===== src/rtl/dma_axi_simple_csr_regs_if.sv =====
// CSR access bus between the write/read front-ends and the DMA register file.
// Carries both request/grant handshakes plus the write and read data paths.
interface dma_axi_simple_csr_regs_if #(parameter int ADDR_LENGTH = 8);
  logic                   TW_REQ;
  logic                   TW_GRT;
  logic [ADDR_LENGTH-1:0] TW_ADDR;
  logic                   TW_WREN;
  logic [31:0]            TW_WDATA;
  logic [3:0]             TW_WSTRB;
  logic                   TR_REQ;
  logic                   TR_GRT;
  logic [ADDR_LENGTH-1:0] TR_ADDR;
  logic                   TR_RDEN;
  logic [31:0]            TR_RDATA;

  modport master (
    output TW_REQ, TW_ADDR, TW_WREN, TW_WDATA, TW_WSTRB,
    output TR_REQ, TR_ADDR, TR_RDEN,
    input  TW_GRT, TR_GRT, TR_RDATA
  );

  modport slave (
    input  TW_REQ, TW_ADDR, TW_WREN, TW_WDATA, TW_WSTRB,
    input  TR_REQ, TR_ADDR, TR_RDEN,
    output TW_GRT, TR_GRT, TR_RDATA
  );
endinterface


===== src/rtl/dma_axi_simple_csr_regs.sv =====
// Simple AXI DMA CSR file with write/read access arbiter, GO pulse, sticky DONE and IRQ.
// Optional macro DMA_CSR_PARAM_LOCK_EN: freezes SRC/DST/BNUM/CHUNK while DMA_BUSY=1.
module dma_axi_simple_csr_regs #(
  parameter int ADDR_LENGTH = 8
) (
  input  logic                       ARESETn,
  input  logic                       ACLK,
  dma_axi_simple_csr_regs_if.slave   csr,
  output logic                       DMA_EN,
  output logic                       DMA_GO,
  output logic [31:0]                DMA_SRC,
  output logic [31:0]                DMA_DST,
  output logic [15:0]                DMA_BNUM,
  output logic [7:0]                 DMA_CHUNK,
  input  logic                       DMA_BUSY,
  input  logic                       DMA_DONE,
  output logic                       IRQ
);
  typedef enum logic [1:0] {ST_IDLE = 2'd0, ST_WR = 2'd1, ST_RD = 2'd2} state_t;

  localparam logic [31:0] NAME    = 32'h444D_4120;
  localparam logic [31:0] VERSION = 32'h2015_0712;
  localparam logic [ADDR_LENGTH-1:0] A_NAME    = ADDR_LENGTH'(32'h00);
  localparam logic [ADDR_LENGTH-1:0] A_VERSION = ADDR_LENGTH'(32'h08);
  localparam logic [ADDR_LENGTH-1:0] A_CONTROL = ADDR_LENGTH'(32'h10);
  localparam logic [ADDR_LENGTH-1:0] A_START   = ADDR_LENGTH'(32'h30);
  localparam logic [ADDR_LENGTH-1:0] A_SRC     = ADDR_LENGTH'(32'h40);
  localparam logic [ADDR_LENGTH-1:0] A_DST     = ADDR_LENGTH'(32'h44);
  localparam logic [ADDR_LENGTH-1:0] A_BNUM    = ADDR_LENGTH'(32'h48);
  localparam logic [ADDR_LENGTH-1:0] A_CHUNK   = ADDR_LENGTH'(32'h4C);
  localparam logic [ADDR_LENGTH-1:0] A_WMASK   = ~ADDR_LENGTH'(32'h3);

  state_t      r_state;
  logic        r_last_wr;
  logic        r_tw_grt;
  logic        r_tr_grt;
  logic        r_en;
  logic        r_ie;
  logic        r_ip;
  logic        r_done;
  logic        r_go;
  logic        r_irq;
  logic [31:0] r_src;
  logic [31:0] r_dst;
  logic [15:0] r_bnum;
  logic [7:0]  r_chunk;
  logic [31:0] r_rdata;

  logic [ADDR_LENGTH-1:0] w_waddr;
  logic [ADDR_LENGTH-1:0] w_raddr;
  logic        w_wr;
  logic [31:0] w_bmask;
  logic [31:0] w_wdata;
  logic        w_wr_ctrl;
  logic        w_wr_start;
  logic        w_param_ok;
  logic        w_go_acc;
  logic        w_ie_nxt;
  logic        w_ip_nxt;
  logic [31:0] w_rdata;

  assign w_waddr    = csr.TW_ADDR & A_WMASK;
  assign w_raddr    = csr.TR_ADDR & A_WMASK;
  assign w_wr       = r_tw_grt & csr.TW_WREN;
  assign w_wdata    = csr.TW_WDATA;
  assign w_bmask    = {{8{csr.TW_WSTRB[3]}}, {8{csr.TW_WSTRB[2]}},
                       {8{csr.TW_WSTRB[1]}}, {8{csr.TW_WSTRB[0]}}};
  assign w_wr_ctrl  = w_wr && (w_waddr == A_CONTROL);
  assign w_wr_start = w_wr && (w_waddr == A_START);
`ifdef DMA_CSR_PARAM_LOCK_EN
  assign w_param_ok = ~DMA_BUSY;
`else
  assign w_param_ok = 1'b1;
`endif

  // IRQ is registered from next-state IP/IE so it tracks IP with no extra cycle of lag
  always_comb begin
    w_go_acc = w_wr_start & csr.TW_WSTRB[3] & w_wdata[31] & r_en & ~DMA_BUSY;
    w_ie_nxt = r_ie;
    if (w_wr_ctrl && csr.TW_WSTRB[0]) w_ie_nxt = w_wdata[1];
    w_ip_nxt = r_ip;
    if (w_wr_ctrl && csr.TW_WSTRB[0] && w_wdata[0]) w_ip_nxt = 1'b0;
    if (DMA_DONE && r_ie) w_ip_nxt = 1'b1;
  end

  always_comb begin
    w_rdata = '0;
    case (w_raddr)
      A_NAME:    w_rdata = NAME;
      A_VERSION: w_rdata = VERSION;
      A_CONTROL: w_rdata = {r_en, 29'd0, r_ie, r_ip};
      A_START:   w_rdata = {DMA_BUSY, 30'd0, r_done};
      A_SRC:     w_rdata = r_src;
      A_DST:     w_rdata = r_dst;
      A_BNUM:    w_rdata = {16'd0, r_bnum};
      A_CHUNK:   w_rdata = {24'd0, r_chunk};
      default:   w_rdata = '0;
    endcase
  end

  always_ff @(posedge ACLK or negedge ARESETn) begin
    if (!ARESETn) begin
      r_state   <= ST_IDLE;
      r_last_wr <= 1'b0;
      r_tw_grt  <= 1'b0;
      r_tr_grt  <= 1'b0;
    end else begin
      case (r_state)
        ST_IDLE: begin
          if (csr.TW_REQ && (!csr.TR_REQ || !r_last_wr)) begin
            r_state   <= ST_WR;
            r_tw_grt  <= 1'b1;
            r_last_wr <= 1'b1;
          end else if (csr.TR_REQ) begin
            r_state   <= ST_RD;
            r_tr_grt  <= 1'b1;
            r_last_wr <= 1'b0;
          end
        end
        ST_WR: if (!csr.TW_REQ) begin
          r_state  <= ST_IDLE;
          r_tw_grt <= 1'b0;
        end
        ST_RD: if (!csr.TR_REQ) begin
          r_state  <= ST_IDLE;
          r_tr_grt <= 1'b0;
        end
        default: begin
          r_state  <= ST_IDLE;
          r_tw_grt <= 1'b0;
          r_tr_grt <= 1'b0;
        end
      endcase
    end
  end

  always_ff @(posedge ACLK or negedge ARESETn) begin
    if (!ARESETn) begin
      r_en    <= 1'b0;
      r_ie    <= 1'b0;
      r_ip    <= 1'b0;
      r_done  <= 1'b0;
      r_go    <= 1'b0;
      r_irq   <= 1'b0;
      r_src   <= '0;
      r_dst   <= '0;
      r_bnum  <= '0;
      r_chunk <= '0;
      r_rdata <= '0;
    end else begin
      r_go  <= w_go_acc;
      r_ie  <= w_ie_nxt;
      r_ip  <= w_ip_nxt;
      r_irq <= w_ip_nxt & w_ie_nxt;
      if (w_wr_ctrl && csr.TW_WSTRB[3]) r_en <= w_wdata[31];
      // completion and start in one cycle: DONE ends up set
      if (DMA_DONE) r_done <= 1'b1;
      else if (w_go_acc) r_done <= 1'b0;
      if (w_wr && w_param_ok) begin
        if (w_waddr == A_SRC)   r_src   <= (r_src & ~w_bmask) | (w_wdata & w_bmask);
        if (w_waddr == A_DST)   r_dst   <= (r_dst & ~w_bmask) | (w_wdata & w_bmask);
        if (w_waddr == A_BNUM)  r_bnum  <= (r_bnum & ~w_bmask[15:0]) | (w_wdata[15:0] & w_bmask[15:0]);
        if (w_waddr == A_CHUNK) r_chunk <= (r_chunk & ~w_bmask[7:0]) | (w_wdata[7:0] & w_bmask[7:0]);
      end
      if (r_tr_grt && csr.TR_RDEN) r_rdata <= w_rdata;
    end
  end

  assign csr.TW_GRT   = r_tw_grt;
  assign csr.TR_GRT   = r_tr_grt;
  assign csr.TR_RDATA = r_rdata;
  assign DMA_EN       = r_en;
  assign DMA_GO       = r_go;
  assign DMA_SRC      = r_src;
  assign DMA_DST      = r_dst;
  assign DMA_BNUM     = r_bnum;
  assign DMA_CHUNK    = r_chunk;
  assign IRQ          = r_irq;
endmodule


===== src/flat_wrapper.sv =====
// flat-port wrapper written by rule: the top's interface ports become plain ports
module dma_axi_simple_csr_regs_flat 
#(
  parameter int ADDR_LENGTH = 8
)
  (ARESETn, ACLK, DMA_EN, DMA_GO, DMA_SRC, DMA_DST, DMA_BNUM, DMA_CHUNK, DMA_BUSY, DMA_DONE, IRQ, csr_TW_REQ, csr_TW_ADDR, csr_TW_WREN, csr_TW_WDATA, csr_TW_WSTRB, csr_TR_REQ, csr_TR_ADDR, csr_TR_RDEN, csr_TW_GRT, csr_TR_GRT, csr_TR_RDATA);
  dma_axi_simple_csr_regs_if #(.ADDR_LENGTH(ADDR_LENGTH)) csr_i ();
  input  logic ARESETn;
  input  logic ACLK;
  output logic DMA_EN;
  output logic DMA_GO;
  output logic [31:0] DMA_SRC;
  output logic [31:0] DMA_DST;
  output logic [15:0] DMA_BNUM;
  output logic [7:0] DMA_CHUNK;
  input  logic DMA_BUSY;
  input  logic DMA_DONE;
  output logic IRQ;
  input wire logic [$bits(csr_i.TW_REQ)-1:0] csr_TW_REQ;
  input wire logic [$bits(csr_i.TW_ADDR)-1:0] csr_TW_ADDR;
  input wire logic [$bits(csr_i.TW_WREN)-1:0] csr_TW_WREN;
  input wire logic [$bits(csr_i.TW_WDATA)-1:0] csr_TW_WDATA;
  input wire logic [$bits(csr_i.TW_WSTRB)-1:0] csr_TW_WSTRB;
  input wire logic [$bits(csr_i.TR_REQ)-1:0] csr_TR_REQ;
  input wire logic [$bits(csr_i.TR_ADDR)-1:0] csr_TR_ADDR;
  input wire logic [$bits(csr_i.TR_RDEN)-1:0] csr_TR_RDEN;
  output wire logic [$bits(csr_i.TW_GRT)-1:0] csr_TW_GRT;
  output wire logic [$bits(csr_i.TR_GRT)-1:0] csr_TR_GRT;
  output wire logic [$bits(csr_i.TR_RDATA)-1:0] csr_TR_RDATA;
  assign csr_i.TW_REQ = csr_TW_REQ;
  assign csr_i.TW_ADDR = csr_TW_ADDR;
  assign csr_i.TW_WREN = csr_TW_WREN;
  assign csr_i.TW_WDATA = csr_TW_WDATA;
  assign csr_i.TW_WSTRB = csr_TW_WSTRB;
  assign csr_i.TR_REQ = csr_TR_REQ;
  assign csr_i.TR_ADDR = csr_TR_ADDR;
  assign csr_i.TR_RDEN = csr_TR_RDEN;
  assign csr_TW_GRT = csr_i.TW_GRT;
  assign csr_TR_GRT = csr_i.TR_GRT;
  assign csr_TR_RDATA = csr_i.TR_RDATA;
  dma_axi_simple_csr_regs #(.ADDR_LENGTH(ADDR_LENGTH)) u_core (.ARESETn(ARESETn), .ACLK(ACLK), .csr(csr_i), .DMA_EN(DMA_EN), .DMA_GO(DMA_GO), .DMA_SRC(DMA_SRC), .DMA_DST(DMA_DST), .DMA_BNUM(DMA_BNUM), .DMA_CHUNK(DMA_CHUNK), .DMA_BUSY(DMA_BUSY), .DMA_DONE(DMA_DONE), .IRQ(IRQ));
endmodule

===== config.mk =====
export PLATFORM = sky130hd
export DESIGN_NAME = dma_axi_simple_csr_regs_flat
export DESIGN_NICKNAME = d
export VERILOG_FILES = /design/src/rtl/dma_axi_simple_csr_regs_if.sv /design/src/rtl/dma_axi_simple_csr_regs.sv /design/src/flat_wrapper.sv
export SDC_FILE = /design/constraint.sdc
export NUM_CORES = 1
export LEC_CHECK = 0
export CAP_MARGIN = 20
export CORE_MARGIN = 2
export CORE_UTILIZATION = 46
export DETAILED_ROUTE_END_ITERATION = 12
export PLACE_DENSITY = 0.8
export SLEW_MARGIN = 20
export SYNTH_ARGS = -nofsm -noshare
export SYNTH_HDL_FRONTEND = slang
export SYNTH_SLANG_ARGS = --single-unit
export TNS_END_PERCENT = 5

===== constraint.sdc =====
create_clock -name ACLK -period 2.1 [get_ports ACLK]
set_input_delay 0.315 -clock ACLK [delete_from_list [all_inputs] [get_ports ACLK]]
set_output_delay 0.315 -clock ACLK [all_outputs]
set_load 0.05 [all_outputs]

==> flow_metrics.tcl <==
set metrics [dict create \
    wirelength_um 16600 \
    met2_usage 0.416 \
    crit_buf_inv 1 \
    status "complete, no violations" \
    diodes 0 \
    drt_iter0_drc 245 \
    synth.most_common_cell "dfrtp_1" \
    path_clk_slew_ns 0.06 \
    cp_data_arrival_time_ns 1.70 \
    viasPerCell 5.46 \
    tns_ns 0 \
    critPathTopFamily "buffers and inverters" \
    die-area_um2 13400 \
    cp_max_fo 3 \
    yosys-top-cells-count "131 x dfrtp_1, 90 x mux2_2, 37 x nand2_1" \
    use_met3 0.0900 \
    antenna_found_initial 0 \
    slowest_stage "clkdlybuf4s50_1" \
    ant_nets 0 \
    grt_pass1_vias 4821 \
    grt_pass1_wl_um 26100 \
    cp-end-kind "primary output" \
    pre_cts_ws_ns -0.236 \
    io_pins 185 \
    hold_viol_final 0 \
    synth_area_leaders "dfrtp_1 57%, mux2_2 18%, nand2_1 2.4%, mux4_2 2.3%, mux2i_1 1.9%" \
    final.period_utilization 0.959 \
    pwr-share-seq 0.375 \
    leakagePower_nw 3.95 \
    wl_per_cell_um 19.9 \
    path_class "reg -> out" \
    sw_frac_of_total 0.297 \
    period_needed_ns 2.01 \
    initial_core_util 0.475 \
    cp.required_ns 1.78 \
    core_area_um2 12100 \
    clockBufferDepth 2 \
    avgSynthCellArea_um2 13.6 \
    p_sw_mw 2.30 \
    synthDistinctLibCells 51 \
    hold_class "in -> async" \
    place_hpwl_um 11700 \
    dr.pass1.iters 5 \
    netlist_area_um2 5760 \
    drc 0 \
    worst_setup_path_start_kind "flip-flop" \
    maxSlewHeadroom 0.625 \
    die_y_um 116 \
    tightest_slew_ns 0.561 \
    drv_slew 0 \
    synth_edf_count 0 \
    syn_inst 424 \
    synth-async-reset-ratio 1.00 \
    die_w_um 116 \
    cts-htree-levels 4 \
    synth_nets 484 \
    cpPeakStageDelay_ns 0.86 \
    rsz0062_at_grt "no" \
    yosysTopAreaCell "dfrtp_1" \
    track_usage 0.258 \
    gr-total-overflow 0 \
    cts_sinks 131 \
    cts_buffers 17 \
    area_growth_pct 52.8 \
    ys_seq_area_frac 0.569 \
    cts_tree "yes" \
    synthFlopType "dfrtp_1" \
    fin_worst_skew_ns 0.00637 \
    cts-root-buf "clkbuf_16" \
    rows 40 \
    crit_chain "clkdlybuf4s50_1" \
    r2r_slack_ns 0.29 \
    yosysTopAreaCellShare 0.569 \
    yosysWarnings 0 \
    ir_drop_v 0.000555 \
    r2r-start "u_core.csr.TW_GRT" \
    layout.nets 710 \
    drive_gt1_frac 0.290 \
    max_freq_ghz 0.497 \
    clk_latency_ns 0.42 \
    dr_total_vias 4536 \
    synth_seq_cells 131 \
    pwr-share-comb 0.208 \
    port_buffers 180 \
    fin_ws_ns 0.0866 \
    p_clk_frac 0.417 \
    place_congestion 0.793 \
    holdWs_ns 0.438 \
    maxCapViolCount 0 \
    grt_max_degree 58 \
    setup-violations-final 0 \
    groute.layer.met1.usage 0.324 \
    power_density_nw_per_um2 881 \
    internal_power_mw 5.45 \
    top_usage_layer "met2" \
]
-- cells by family after synthesis --
kind of cell | synth area share
and+or+nand+nor | 0.0939
muxes | 0.221
buffers and inverters | 0.0226
DFF | 0.569
AOI/OAI and AO/OA | 0.0935
-- routing by layer --
| metal | routed length, um | up-vias |
|---|---|---|
| li1 | - | 2045 |
| met4 | 305 | 0 |
| met5 | 0 | - |
| met2 | 8160 | 199 |
| met1 | 6740 | 2262 |
| met3 | 1360 | 30 |
-- cells in the final DEF (no fill, tap or decap), types with 3 or more instances in the layout --
| cell | Yosys | final |
|---|---|---|
| nor2b_1 | 5 | 5 |
| nand2b_1 | 3 | 3 |
| a22o_1 | 9 | 9 |
| a211oi_1 | 3 | 3 |
| o21ai_0 | 16 | 16 |
| o2bb2ai_1 | 3 | 3 |
| inv_1 | 4 | 4 |
| nor2_1 | 7 | 7 |
| buf_12 | 0 | 11 |
| nand2_1 | 37 | 36 |
| a21oi_1 | 9 | 9 |
| a22oi_1 | 7 | 7 |
| a221oi_1 | 9 | 9 |
| nand3b_1 | 4 | 4 |
| bufinv_16 | 0 | 4 |
| clkbuf_16 | 0 | 17 |
| nand4b_2 | 4 | 4 |
| dfrtp_1 | 131 | 130 |
| mux2i_1 | 11 | 11 |
| buf_4 | 2 | 35 |
| mux4_2 | 6 | 6 |
| clkdlybuf4s50_1 | 0 | 178 |
| clkbuf_8 | 0 | 4 |
| o21ai_1 | 13 | 13 |
| mux2_2 | 90 | 90 |
-- per-stage QoR --
| step | area [um2] | util | instances | total power, mW |
|---|---|---|---|---|
| global route | 8800 | 0.726 | 831 | 8.02 |
| finish | 8800 | 0.726 | 831 | 7.75 |
| detailed placement | 8140 | 0.672 | 798 | 4.55 |
| global placement | 8140 | 0.672 | 798 | 4.50 |
| floorplan | 5760 | - | 424 | 3.84 |
| CTS | 8800 | 0.726 | 831 | 7.79 |
-- worst paths after layout --
kind                       depth (start not counted)                          to
setup / recovery                                   1                  DMA_DST[4]
hold reg to reg                                    2      u_core.csr.TR_RDATA[9]
setup reg to reg                                   4                   flip-flop
max in group asynchronous                          3  asynchronous set/reset pin
min in group ACLK                                  2      u_core.csr.TR_RDATA[9]
hold / removal                                     2  asynchronous set/reset pin
-- final cells by class --
| cell class | instances | area, um2 |
|---|---|---|
| Clock buffer | 21 | 480 |
| Sequential cell | 131 | 3280 |
| Multi-Input combinational cell | 269 | 2350 |
| Tap cell | 168 | 210 |
| Timing Repair Buffer | 227 | 2290 |
| Fill cell | 865 | 3310 |
| Clock inverter | 11 | 171 |
| Inverter | 4 | 15.0 |
-- power groups by stage --
stage / combinational, mW / clock, mW / sequential [mW]
after floorplan: 0.354 / 0 / 3.49
after global placement: 1.58 / 0 / 2.92
after detailed placement: 1.61 / 0 / 2.94
after CTS: 1.62 / 3.27 / 2.90
after global routing: 1.69 / 3.40 / 2.93
final: 1.61 / 3.23 / 2.90
-- timing repair --
action | CTS | global route
hold endpoints to repair | 55 | 0
hold buffers | 1 | 0
buffers inserted | 0 | 0
resized for setup | 0 | 0
No activity file was read; power rests on OpenSTA's default activity.
